$ cat src/rtl/tdc_pkg.sv
`default_nettype none
// ============================================================================
//  Module   : tdc_pkg
//  Purpose  : Shared TDC definitions: readout FSM state encoding and the
//             default frame geometry used by the readout and capture blocks.
//  Revision : 1.0  initial release
// ============================================================================
package tdc_pkg;

   // Default frame geometry: samples per frame, sample width, buffer address width
   localparam int TDC_DEPTH = 500;
   localparam int TDC_DW    = 8;
   localparam int TDC_AW    = 9;

   // Readout FSM states
   typedef enum logic [1:0] {
      ST_IDLE  = 2'd0,
      ST_FETCH = 2'd1,
      ST_SEND  = 2'd2,
      ST_CSUM  = 2'd3
   } tdc_state_e;

endpackage : tdc_pkg
`default_nettype wire

$ cat src/rtl/tdc_readout.sv
`default_nettype none
// ============================================================================
//  Module   : tdc_readout
//  Purpose  : On a start rising edge, streams DEPTH samples from the sample
//             buffer over a valid/ready link, followed by a mod-2**DW
//             checksum beat flagged with tx_last, then pulses done.
//  Revision : 1.0  initial release
// ============================================================================
module tdc_readout
   import tdc_pkg::*;
#(
   parameter int DEPTH = TDC_DEPTH,
   parameter int DW    = TDC_DW,
   parameter int AW    = TDC_AW
) (
   input  logic          clk,
   input  logic          rst,        // asynchronous, active low
   input  logic          start,
   output logic [AW-1:0] rd_addr,
   input  logic [DW-1:0] rd_data,
   output logic [DW-1:0] tx_data,
   output logic          tx_valid,
   input  logic          tx_ready,
   output logic          tx_last,
   output logic          busy,
   output logic          done
);

   localparam logic [AW-1:0] LAST_ADDR = AW'(DEPTH - 1);

   tdc_state_e    state_q, state_d;
   logic          start_q;
   logic [AW-1:0] rd_addr_q, rd_addr_d;
   logic [DW-1:0] sum_q, sum_d;
   logic [DW-1:0] tx_data_q, tx_data_d;
   logic          tx_valid_q, tx_valid_d;
   logic          tx_last_q, tx_last_d;
   logic          done_q, done_d;

   logic          start_edge;
   logic          xfer;

   assign start_edge = start & ~start_q;
   assign xfer       = tx_valid_q & tx_ready;

   // State and datapath registers; reset clears everything so outputs drop at once
   always_ff @(posedge clk or negedge rst) begin
      if (!rst) begin
         state_q    <= ST_IDLE;
         start_q    <= 1'b0;
         rd_addr_q  <= '0;
         sum_q      <= '0;
         tx_data_q  <= '0;
         tx_valid_q <= 1'b0;
         tx_last_q  <= 1'b0;
         done_q     <= 1'b0;
      end else begin
         state_q    <= state_d;
         start_q    <= start;
         rd_addr_q  <= rd_addr_d;
         sum_q      <= sum_d;
         tx_data_q  <= tx_data_d;
         tx_valid_q <= tx_valid_d;
         tx_last_q  <= tx_last_d;
         done_q     <= done_d;
      end
   end

   // Next-state logic: fetch a sample, hold it until accepted, finish with the checksum
   always_comb begin
      state_d    = state_q;
      rd_addr_d  = rd_addr_q;
      sum_d      = sum_q;
      tx_data_d  = tx_data_q;
      tx_valid_d = tx_valid_q;
      tx_last_d  = tx_last_q;
      done_d     = 1'b0;
      case (state_q)
         ST_IDLE: begin
            // An edge coinciding with the done pulse is dropped, not deferred
            if (start_edge && !done_q) begin
               rd_addr_d = '0;
               sum_d     = '0;
               state_d   = ST_FETCH;
            end
         end
         ST_FETCH: begin
            tx_data_d  = rd_data;
            tx_valid_d = 1'b1;
            state_d    = ST_SEND;
         end
         ST_SEND: begin
            if (xfer) begin
               sum_d      = sum_q + tx_data_q;
               tx_valid_d = 1'b0;
               if (rd_addr_q == LAST_ADDR) begin
                  // Checksum includes the sample being accepted right now
                  tx_data_d  = sum_q + tx_data_q;
                  tx_valid_d = 1'b1;
                  tx_last_d  = 1'b1;
                  state_d    = ST_CSUM;
               end else begin
                  rd_addr_d = rd_addr_q + 1'b1;
                  state_d   = ST_FETCH;
               end
            end
         end
         ST_CSUM: begin
            if (xfer) begin
               tx_valid_d = 1'b0;
               tx_last_d  = 1'b0;
               done_d     = 1'b1;
               state_d    = ST_IDLE;
            end
         end
         default: begin
            state_d = ST_IDLE;
         end
      endcase
   end

   assign rd_addr  = rd_addr_q;
   assign tx_data  = tx_data_q;
   assign tx_valid = tx_valid_q;
   assign tx_last  = tx_last_q;
   assign busy     = (state_q != ST_IDLE);
   assign done     = done_q;

endmodule : tdc_readout
`default_nettype wire

$ cat config.mk
export PLATFORM = sky130hd
export DESIGN_NAME = tdc_readout
export DESIGN_NICKNAME = d
export VERILOG_FILES = /design/src/rtl/tdc_pkg.sv /design/src/rtl/tdc_readout.sv
export SDC_FILE = /design/constraint.sdc
export NUM_CORES = 1
export LEC_CHECK = 0
export BUFFER_PORTS_ARGS = -buffer_cell sky130_fd_sc_hd__buf_4
export CORE_UTILIZATION = 55
export CTS_CLUSTER_DIAMETER = 200
export DETAILED_ROUTE_END_ITERATION = 16
export PLACE_DENSITY_LB_ADDON = 0.2
export SLEW_MARGIN = 20
export SYNTH_ARGS = -nofsm -noshare
export SYNTH_HDL_FRONTEND = slang
export SYNTH_SLANG_ARGS = --single-unit
$ cat constraint.sdc
create_clock -name clk -period 2.05 [get_ports clk]
set_input_delay 0.41 -clock clk [delete_from_list [all_inputs] [get_ports clk]]
set_output_delay 0.41 -clock clk [all_outputs]
set_load 0.01 [all_outputs]
==> summary.md <==
| Metric | Value |
|---|---|
| Register-to-Register Setup Slack | `130 ps` |
| Chip height | `59.5 um` |
| GR Util met3 | `0.0699` |
| DPL Wire Length | `2890 um` |
| Row cnt | `20` |
| Total wire length | `4100 um` |
| Yosys cell types | `49` |
| Hold Crit Class | `primary input to flop` |
| FFs w/ async S/R, synth | `1.00` |
| DR vias | `1574` |
| Routability cong. | `0.841` |
| Final worst slack | `133 ps` |
| Clk_lat worst skew | `350 ps` |
| Detailed Routing Iterations Pass 1 | `4` |
| Highest clock rate | `522 MHz` |
| Max cap viols | `0` |
| Multiplexer share of the synthesized area | `0.0186` |
| Area growth syn-to-layout | `20.1%` |
| I/O pin total | `33` |
| DP Worst Slack | `between 4 and 5 ps` |
| N_diodes | `0` |
| Initial antenna violation count | `0` |
| GRT overflow | `0` |
| Seq/Total Area, Yosys | `0.426` |
| DRT iter0 DRCs | `75` |
| Crit path required time | `~2300 ps` |
| Initial Utilization | `0.586` |
| All-layer global routing usage | `0.267` |
| DRC | `0` |
| Status | `completed` |
| Max-slew headroom | `0.616` |
| Core ar. | `0.00310 mm2` |
| Min-delay src | `start` |
| Worst-path fanout max | `3` |
| Layout cell share with drive strength beyond 1 | `0.263` |
| CP max stage delay | `between 400 and 500 ps` |
| Grt met1 use | `0.375` |
| Slowest CP cell | `dfrtp_1` |
| Cells after synthesis | `approximately 190` |
| Critical path origin | `tx_data[0]$_DFFE_PN0P_` |
| M2 GR Usage | `0.396` |
| TNS Setup | `0 ps` |
| Post-synth top flop | `dfrtp_1` |
| Layout Skew | `between 10 and 15 ps` |
| Minimum clock period | `1920 ps` |
| Seq cells post-synth | `31` |
| Busiest grt layer | `met2` |
| Clock buffer count from CTS | `5` |
| Sink Count | `31` |
| Seq pwr share | `0.320` |
| RSZ-0062 raised after global routing | `false` |
| Comb pwr share | `0.566` |
| Post-Synth XOR/XNOR Area | `0.0481` |
| Critical path class | `flop to flop` |
| R2r startpoint | `tx_data[0]$_DFFE_PN0P_` |
| Static Leak | `1.02 nW` |
| Port bufs | `32` |
| Sw Pwr | `0.00138 W` |
| Period utilization | `0.935` |
| Post-synth EDFFs | `0` |
| Clk pin slew, worst setup/hold paths | `100 ps` |
| Largest family of logic cells by synthesized area | `simple AND/OR/NAND/NOR gates` |
| Longest Clk Path Bufs | `2` |
| Remaining antenna violation count after routing | `0` |
| Die width | `59.5 um` |
| CP startpoint kind | `flop` |
| Largest net degree at the start of global routing | `32` |
| Final Slew Violations | `0` |
| Simple-Gate Fraction of Synth Area | `0.217` |
| P per Cell Area | `1410 mW/mm2` |
| Max IR drop VDD | `about 670 uV` |
| Die Footprint | `0.00354 mm2` |
| Hold Fails Final Rpt | `0` |
| Crit path arrival time | `2150 ps` |
| Final setup violation count | `0` |
| Switching share of power | `0.447` |
| First-pass GRT wire length | `6870 um` |
| P_int | `0.00170 W` |
| Synthesized cell area | `0.00182 mm2` |
| Synth Area in Compound Gates | `0.192` |
| Adder-Cell Fraction of Synth Area | `0.0660` |
| Post-Syn Area per Cell | `9.52 um2` |
| CTS tree | `yes` |
| Final #Nets | `248` |
| H-tree depth | `2` |
| Vias per std cell | `5.79` |
| Synth Warn # | `0` |
| Kind of end point of the critical path | `flop` |
| Net Count, Synth | `212` |
| Drt wl/cell | `15.1 um` |
| Clock Power Share | `0.114` |
| Vias in the first global route | `~1.5k` |
| Clk root buf | `clkbuf_4` |
| Worst-margin pin slew | `around 570 ps` |
| CP Cell Sequence | `ha_2 > fa_2 > a211oi_2 > nor2_1 > and4b_1 > nor3_2 > o21ai_0` |
cells in the final DEF, fill, tap and decap left out, types with 4 or more instances in the layout:
master,synthesis,layout
xnor2_1,9,9
nor2_1,24,24
clkbuf_4,0,5
a21oi_1,10,10
ha_1,8,7
a211oi_1,7,6
o21ai_0,15,15
nand2_1,18,18
and3_1,4,4
dfrtp_1,31,31
buf_4,0,37
worst paths after layout:
check | to | cells after the start
worst min register to register | sum_q[0]$_DFFE_PN0P_ | 2
max in group asynchronous | tx_data[6]$_DFFE_PN0P_ | 2
worst max-delay path | sum_q[6]$_DFFE_PN0P_ | 7
worst max register to register | sum_q[6]$_DFFE_PN0P_ | 7
min in group asynchronous | start_q$_DFF_PN0_ | 2
worst min-delay path | start_q$_DFF_PN0_ | 1
sequential cells by signal, summed over array words and instances, names as in the netlist:
signal	count
rd_addr	9
sum_q	8
tx_data	8
state_q	2
done	1
start_q	1
tx_last	1
tx_valid	1
power by group through the flow:
| stage | clock network (W) | logic (W) | registers, W |
|---|---|---|---|
| 2_1_floorplan | 0 | 0.00118 | 0.000990 |
| 3_3_place_gp | 0 | 0.00160 | 0.000976 |
| 3_5_place_dp | 0 | 0.00167 | 0.000994 |
| 4_1_cts | 0.000356 | 0.00169 | 0.000981 |
| 5_1_grt | 0.000385 | 0.00196 | 0.00101 |
| 6_report | 0.000351 | 0.00174 | 0.000983 |
final cells by class:
class	count	area, um2
Clock buffer	5	37.5
Sequential cell	31	776
Fill cell	265	918
Multi-Input combinational cell	148	1000
Timing Repair Buffer	38	288
Clock inverter	3	15.0
Inverter	3	11.3
Tap cell	44	55.1
logic make-up after synthesis:
family | count (synthesis)
simple gates | 74
compound gates | 52
flops | 31
buf+inv | 12
xor+xnor | 10
fa+ha+maj | 9
mux | 3
synth_stat cells, drive strengths merged, types with 4 or more instances:
library cell	count	area, um2
a211oi	7	52.6
nor3	5	30.0
and3	4	25.0
dfrtp	31	776
ha	8	100
buf	5	31.3
o21ai	16	80.1
clkbuf	4	16.3
nand2b	4	25.0
a21oi	10	50.1
xnor2	9	78.8
nand2	19	78.8
nor2	24	90.1
timing repair:
action / CTS / global route
resized for setup: 1 / 4
setup buffers: 0 / 1
pin swaps: 0 / 1
hold buffers: 1 / 0
setup endpoints to repair: 2 / 5
hold endpoints to repair: 31 / 0
per-layer routing:
layer / vias up / part of all wire
met5: - / 0
met4: 0 / 0.017
met3: 7 / 0.044
met2: 44 / 0.47
met1: 760 / 0.47
li1: 763 / -
critical path, delay by kind of cell, from the launching register on:
family | cells | cell delay [ps]
flip-flops | 1 | 410
AO/OA/AOI/OAI | 2 | 290
adder cells (fa/ha/maj) | 2 | 610
AND/OR/NAND/NOR | 3 | 490
through the flow:
step           cell area (um2)  hold slack [ps]  total power (W)  utilization  std cells
2_1_floorplan             1820              114          0.00217            -        191
3_3_place_gp              2100              359          0.00257        0.676        262
5_1_grt                   2180              162          0.00336        0.704        272
4_1_cts                   2160              169          0.00303        0.698        271
6_report                  2180              175          0.00308        0.704        272
3_5_place_dp              2100              367          0.00266        0.676        262
(Power assumes the default switching activity.)
